[src/rtl/l2_arbiter.sv]
// Arbitrates icache and dcache block transfers onto a single L2 port.
// Alternates ownership on ties and keeps one idle cycle between consecutive bursts.
module l2_arbiter #(
    parameter int ADDR_W          = 32,
    parameter int DATA_W          = 32,
    parameter int WORDS_PER_BLOCK = 4
) (
    input  logic              clk,
    input  logic              reset,
    input  logic              ic_req,
    input  logic [ADDR_W-1:0] ic_addr,
    output logic              ic_gnt,
    output logic              ic_ack,
    output logic              ic_done,
    output logic [DATA_W-1:0] ic_rdata,
    input  logic              dc_req,
    input  logic              dc_we,
    input  logic [ADDR_W-1:0] dc_addr,
    input  logic [DATA_W-1:0] dc_wdata,
    output logic              dc_gnt,
    output logic              dc_ack,
    output logic              dc_done,
    output logic [DATA_W-1:0] dc_rdata,
    output logic              l2_req,
    output logic              l2_we,
    output logic [ADDR_W-1:0] l2_addr,
    output logic [DATA_W-1:0] l2_wdata,
    input  logic              l2_ack,
    input  logic [DATA_W-1:0] l2_rdata
);

    localparam int CNT_W = $clog2(WORDS_PER_BLOCK);
    localparam logic [CNT_W-1:0] LAST_BEAT = CNT_W'(WORDS_PER_BLOCK - 1);

    typedef enum logic [1:0] {
        IDLE     = 2'd0,
        IC_BURST = 2'd1,
        DC_BURST = 2'd2
    } state_t;

    state_t           state, state_nxt;
    logic [CNT_W-1:0] beat, beat_nxt;
    // 1 when dcache owned the most recent burst; a tie goes to the other side.
    logic             last_dc, last_dc_nxt;

    always_ff @(posedge clk) begin
        if (reset) begin
            state   <= IDLE;
            beat    <= '0;
            last_dc <= 1'b0;
        end else begin
            state   <= state_nxt;
            beat    <= beat_nxt;
            last_dc <= last_dc_nxt;
        end
    end

    always_comb begin
        state_nxt   = state;
        beat_nxt    = beat;
        last_dc_nxt = last_dc;
        ic_gnt      = 1'b0;
        ic_ack      = 1'b0;
        ic_done     = 1'b0;
        dc_gnt      = 1'b0;
        dc_ack      = 1'b0;
        dc_done     = 1'b0;
        l2_req      = 1'b0;
        l2_we       = 1'b0;
        l2_addr     = '0;
        l2_wdata    = '0;

        case (state)
            IDLE: begin
                beat_nxt = '0;
                if (ic_req && dc_req) begin
                    state_nxt = last_dc ? IC_BURST : DC_BURST;
                end else if (dc_req) begin
                    state_nxt = DC_BURST;
                end else if (ic_req) begin
                    state_nxt = IC_BURST;
                end
            end
            IC_BURST: begin
                ic_gnt  = 1'b1;
                l2_req  = ic_req;
                l2_addr = ic_addr;
                ic_ack  = l2_ack;
                ic_done = l2_ack && (beat == LAST_BEAT);
                // Completion and abort both release the port the same way.
                if (ic_done || !ic_req) begin
                    state_nxt   = IDLE;
                    beat_nxt    = '0;
                    last_dc_nxt = 1'b0;
                end else if (l2_ack) begin
                    beat_nxt = beat + CNT_W'(1);
                end
            end
            DC_BURST: begin
                dc_gnt   = 1'b1;
                l2_req   = dc_req;
                l2_we    = dc_we;
                l2_addr  = dc_addr;
                l2_wdata = dc_wdata;
                dc_ack   = l2_ack;
                dc_done  = l2_ack && (beat == LAST_BEAT);
                if (dc_done || !dc_req) begin
                    state_nxt   = IDLE;
                    beat_nxt    = '0;
                    last_dc_nxt = 1'b1;
                end else if (l2_ack) begin
                    beat_nxt = beat + CNT_W'(1);
                end
            end
            default: begin
                state_nxt = IDLE;
                beat_nxt  = '0;
            end
        endcase
    end

    assign ic_rdata = l2_rdata;
    assign dc_rdata = l2_rdata;

endmodule

[config.mk]
export PLATFORM = sky130hd
export DESIGN_NAME = l2_arbiter
export DESIGN_NICKNAME = d
export VERILOG_FILES = /design/src/rtl/l2_arbiter.sv
export SDC_FILE = /design/constraint.sdc
export NUM_CORES = 1
export LEC_CHECK = 0
export ABC_AREA = 1
export BUFFER_PORTS_ARGS = -buffer_cell sky130_fd_sc_hd__buf_2
export CORE_AREA = 2 2 104 106
export CTS_CLUSTER_DIAMETER = 40
export DETAILED_ROUTE_END_ITERATION = 12
export DIE_AREA = 0 0 106 108
export SLEW_MARGIN = 20
export SYNTH_ARGS = -nofsm -noshare
export SYNTH_HDL_FRONTEND = slang
export SYNTH_SLANG_ARGS = --single-unit
[constraint.sdc]
create_clock -name clk -period 2.15 [get_ports clk]
set_input_delay 0.43 -clock clk [delete_from_list [all_inputs] [get_ports clk]]
set_output_delay 0.43 -clock clk [all_outputs]
set_load 0.05 [all_outputs]
==> Word level (Yosys, flattened, before mapping) <==
Cells that the tools add are included.
{ "op_classes": {"addsub": 1, "n_eq_ne": 6, "n_mux": 24, "reduce_logical": 10} }
{ "ops": {"columns": ["operator", "n"], "rows": [
  ["$pmux W32 S2", 1],
  ["$mux W32", 1],
  ["$mux W2", 9],
  ["$mux W1", 9],
  ["$pmux W2 S3", 1],
  ["$reduce_and A3 Y1", 2],
  ["$eq A2 B2 Y1 const B", 2],
  ["$ne A2 B2 Y1 const B", 2],
  ["$ne A4 B4 Y1 const B", 1],
  ["$pmux W1 S2", 2],
  ["$pmux W2 S2", 1],
  ["$add A2 B1 Y2 const B", 1],
  ["$eq A2 B1 Y1 const B", 1],
  ["$logic_and A1 B1 Y1", 2],
  ["$logic_not A1 Y1", 2],
  ["$logic_not A2 Y1", 1],
  ["$logic_or A1 B1 Y1", 2],
  ["$reduce_bool A2 Y1", 1]
]} }
{ "totals": {"register_bits": 5, "in_bits": 134, "out_inout_bits": 136, "word_cells": 44} }

==> Longest topological paths before layout <==
{ "depth": {"ltp_word": 5, "depth_mapped": 10, "ltp_nobuf": 9} }

==> Least setup slack after synthesis <==
No wires, ideal clock.
{ "synth_path": {"kind": "register to output", "startpoint": "reg state[1]", "endpoint": "out l2_addr[19]", "arrival_ns": 2.110, "t_required_ns": 1.720, "slack_ns": -0.390, "path_stages_with_launch": 7, "path_buffers": 2, "cell_sequence": "dfxtp_1 inv_1 ha_1 buf_4 buf_2 nand2_1 a21oi_1"} }
{ "synth_between": {"elab_chain_cells": 2} }
{ "synth_rtl": {"columns": ["element", "line_no", "rtl"], "rows": [
  ["from (decl)", "41", "state_t state, state_nxt;"],
  ["from (signal assigned)", "52", "state <= state_nxt;"],
  ["$eq A2 B2 Y1 or $eq A2 B1 Y1 (tied branches)", "73", "case (state)"],
  ["$pmux W32 S2 (*)", "73", null],
  ["to (decl)", "26", "output logic [ADDR_W-1:0] l2_addr,"]
]} }
Every way passes the cells marked *; elsewhere a longest branch is shown, timed or not.

==> Worst setup path after layout <==
{ "layout_path": {"startpoint": "reg state[0]", "endpoint": "out l2_addr[11]"} }
The elaborated chain is that of the path after synthesis.

==> key figures <==
Critical path
  – Worst Path Arrival: 1.63 ns
  – Startpoint types: flip-flop
  – Critical Path, Cell by Cell: inv_1 > ha_1 > clkinv_4 > buf_12 > a21oi_4 > buf_4
  – Reg-to-Reg End: state[1]
  – Stages on worst setup path: 6
  – Crit path capture type: primary output
  – Crit-path leading delay family: buffers and inverters
  – Crit path to: l2_addr[11]
  – CP max stage delay: 0.35 ns
  – Data required time of the worst path: 1.72 ns
  – Crit. Startpoint: state[0]
  – CP max-delay cell: ha_1
  – R2R cell count: 10
  – Buf+Inv Stages, Crit Path: 4
  – Critical path class: flip-flop to primary output
  – Critical-path maximum fanout: 15
  – R2R Setup Slk: 0.66 ns
  – RR Startpoint: state[0]

Placement
  – Placed cell count: 528
  – Hpwl dp: 5180 um
  – Port bufs: 173
  – Routability cong.: 0.760
  – DP Area: 2490 sq um

Route
  – Residual DRC: 0
  – Vias per cell: 3.76
  – Metal-1 WL: 2640 um
  – Metal2 WL: 3370 um
  – Top routing layer in use: met4
  – Routed wire length: 6610 um
  – Antenna viol nets, final: 0
  – Drt first pass iters: 4
  – Met3 wire len: 448 um
  – Via count: 2005
  – Wirelength per Cell: 12.4 um
  – DRT iter0 DRCs: 84

Run
  – Max-cap violations: 0

Power and ir drop
  – Leak pwr: 1.49 nW
  – Worst vdd ir: 0.000724 V
  – Total chip power: 2.86 mW
  – Pwr Density: 1060 nW/um^2

Clock network
  – Skew-Pair Late Insertion Delay: 0.22 ns
  – Max H-tree Level: 1
  – CTS max path bufs: 2
  – Worst-path clk slew: 0.04 ns
  – TritonCTS clock tree: yes
  – Root buf cell: clkbuf_8
  – CTS Sinks: 5
  – Cts bufs inserted: 3

Layout
  – Non-Filler Instances: 533
  – Area delta synth->final: 71.6%
  – Layout Nets: 536
  – Layout cell share with drive strength beyond 1: 56.2%
  – Antenna Cells: 0
  – Design area: 2690 sq um

GRT
  – Initial antenna violation count: 0
  – Grt total ovfl: 0
  – First-pass GRT wire length: 8940 um
  – Vias in the first global route: 1803
  – Pin count of the biggest net entering global routing: 71
  – GRT Overall Usage: 9.58%

Yosys
  – Seq/Total Area, Yosys: 6.39%
  – Syn Nets: 432
  – Mapped Avg Cell Area: 5.33 sq um
  – Mapped Cells: 294
  – Mapped cell area: 1570 sq um
  – Post-synth cell types: 16
  – Synthesis-stage register bit count: 5
  – Yosys warning count: 0

Floorplanning
  – I/O pin count: 270
  – Die W: 106 um
  – Starting Density: 15.3%
  – Row cnt: 37
  – Chip height: 108 um
  – Core area: 10200 sq um
  – Die area: 11400 sq um

Worst hold path
  – Worst min path class: primary input to flip-flop

Timing
  – Worst slew pin tran: 0.259 ns
  – Fin crit period: 2.06 ns
  – Max frequency: 484 MHz
  – Final hold violation count: 0
  – Final period util: 96.0%
  – Post-Route Setup TNS: 0 ns
  – Final setup vio count: 0
  – RSZ-0062 raised after global routing: yes
  – Clock Skew: 0.00110 ns
  – Slew HR: 82.8%
  – Hold slack: 0.380 ns
  – Pins Over Slew Limit: 0

Run status
  – Status: finished, final reports clean
## how the worst min path moves through the flow
stage          startpoint       to  slack, ns  depth (start not counted)
4_1_cts             reset  last_dc       0.38                          2
2_1_floorplan     last_dc  last_dc       0.43                          2
6_report            reset  last_dc       0.38                          2
5_1_grt             reset  last_dc       0.39                          2
3_3_place_gp      last_dc  last_dc       0.44                          2
3_5_place_dp      last_dc  last_dc       0.45                          2
## worst register-to-register path, delay by kind of cell, from the launching register on
kind | cells | cell delay (ns)
and+or+nand+nor | 7 | 0.51
buffers and inverters | 2 | 0.32
adders and majority gates | 1 | 0.24
DFF | 1 | 0.31
## power breakdown
group / leakage [nW] / switching, mW / total, mW / internal (mW)
combinational: 1.43 / 1.84 / 2.56 / 0.724
sequential: 0.0409 / 0.00980 / 0.122 / 0.112
clock: 0.0228 / 0.0495 / 0.177 / 0.128
## layout make-up
| class | count | area, sq um |
|---|---|---|
| Clock buffer | 4 | 45.0 |
| Fill cell | 1135 | 7540 |
| Inverter | 43 | 166 |
| Multi-Input combinational cell | 167 | 1120 |
| Sequential cell | 5 | 100 |
| Tap cell | 136 | 170 |
| Timing Repair Buffer | 178 | 1090 |
## per-layer routing
layer / vias to the layer above / track usage (%)
met5: - / 0
met4: 0 / 3.01
met3: 26 / 1.69
met2: 76 / 17.2
met1: 895 / 11.6
li1: 1008 / -
## sequential cells by signal, summed over array words and instances, names as in the netlist
| signal | count |
|---|---|
| beat | 2 |
| state | 2 |
| last_dc | 1 |
## cell usage after synthesis (all sizes together)
| cell type | instances | area share, % |
|---|---|---|
| dfxtp | 5 | 6.4 |
| nor2 | 8 | 1.9 |
| a21oi | 34 | 11 |
| inv | 43 | 10 |
| nor3 | 2 | 0.64 |
| ha | 4 | 3.2 |
| xnor2 | 1 | 0.56 |
| and2 | 1 | 0.40 |
| o21ai | 1 | 0.32 |
| nand2 | 115 | 29 |
| a21boi | 1 | 0.48 |
| buf | 79 | 36 |
## per-stage QoR
step,utilization (%),setup slack [ns]
finish,26.3,0.0859
global route,26.3,-0.00612
CTS,25.6,0.0210
detailed placement,24.4,0.178
global placement,24.4,0.216
floorplan,-,-0.101
## what timing repair did
item / 4_1_cts / 5_1_grt
hold endpoints to repair: 0 / 0
buffers inserted: 0 / 0
pin swaps: 0 / 0
hold buffers: 0 / 0
setup endpoints to repair: 30 / 19
gates resized for setup: 31 / 12
cloned: 0 / 1
## layout by cell type (no fill, tap or decap), drive strengths merged
cell type | synthesis | final
buf | 79 | 176
o21ai | 1 | 1
nand2 | 115 | 115
clkbuf | 0 | 6
ha | 4 | 4
dfxtp | 5 | 5
and2 | 1 | 1
nor2 | 8 | 8
a21oi | 34 | 34
inv | 43 | 42
clkinv | 0 | 1
a21boi | 1 | 1
xnor2 | 1 | 1
nor3 | 2 | 2
## cells by family (layout without fill, tap and decap cells)
| kind of cell | Yosys count | in the layout | share of synthesized area [%] |
|---|---|---|---|
| and+or+nand+nor | 126 | 126 | 31.9 |
| buffers and inverters | 122 | 225 | 46.2 |
| DFF | 5 | 5 | 6.39 |
| xor gates and xnor gates | 1 | 1 | 0.559 |
| adders and majority gates | 4 | 4 | 3.20 |
| AOI/OAI and AO/OA | 36 | 36 | 11.7 |
(Power assumes the default switching activity.)
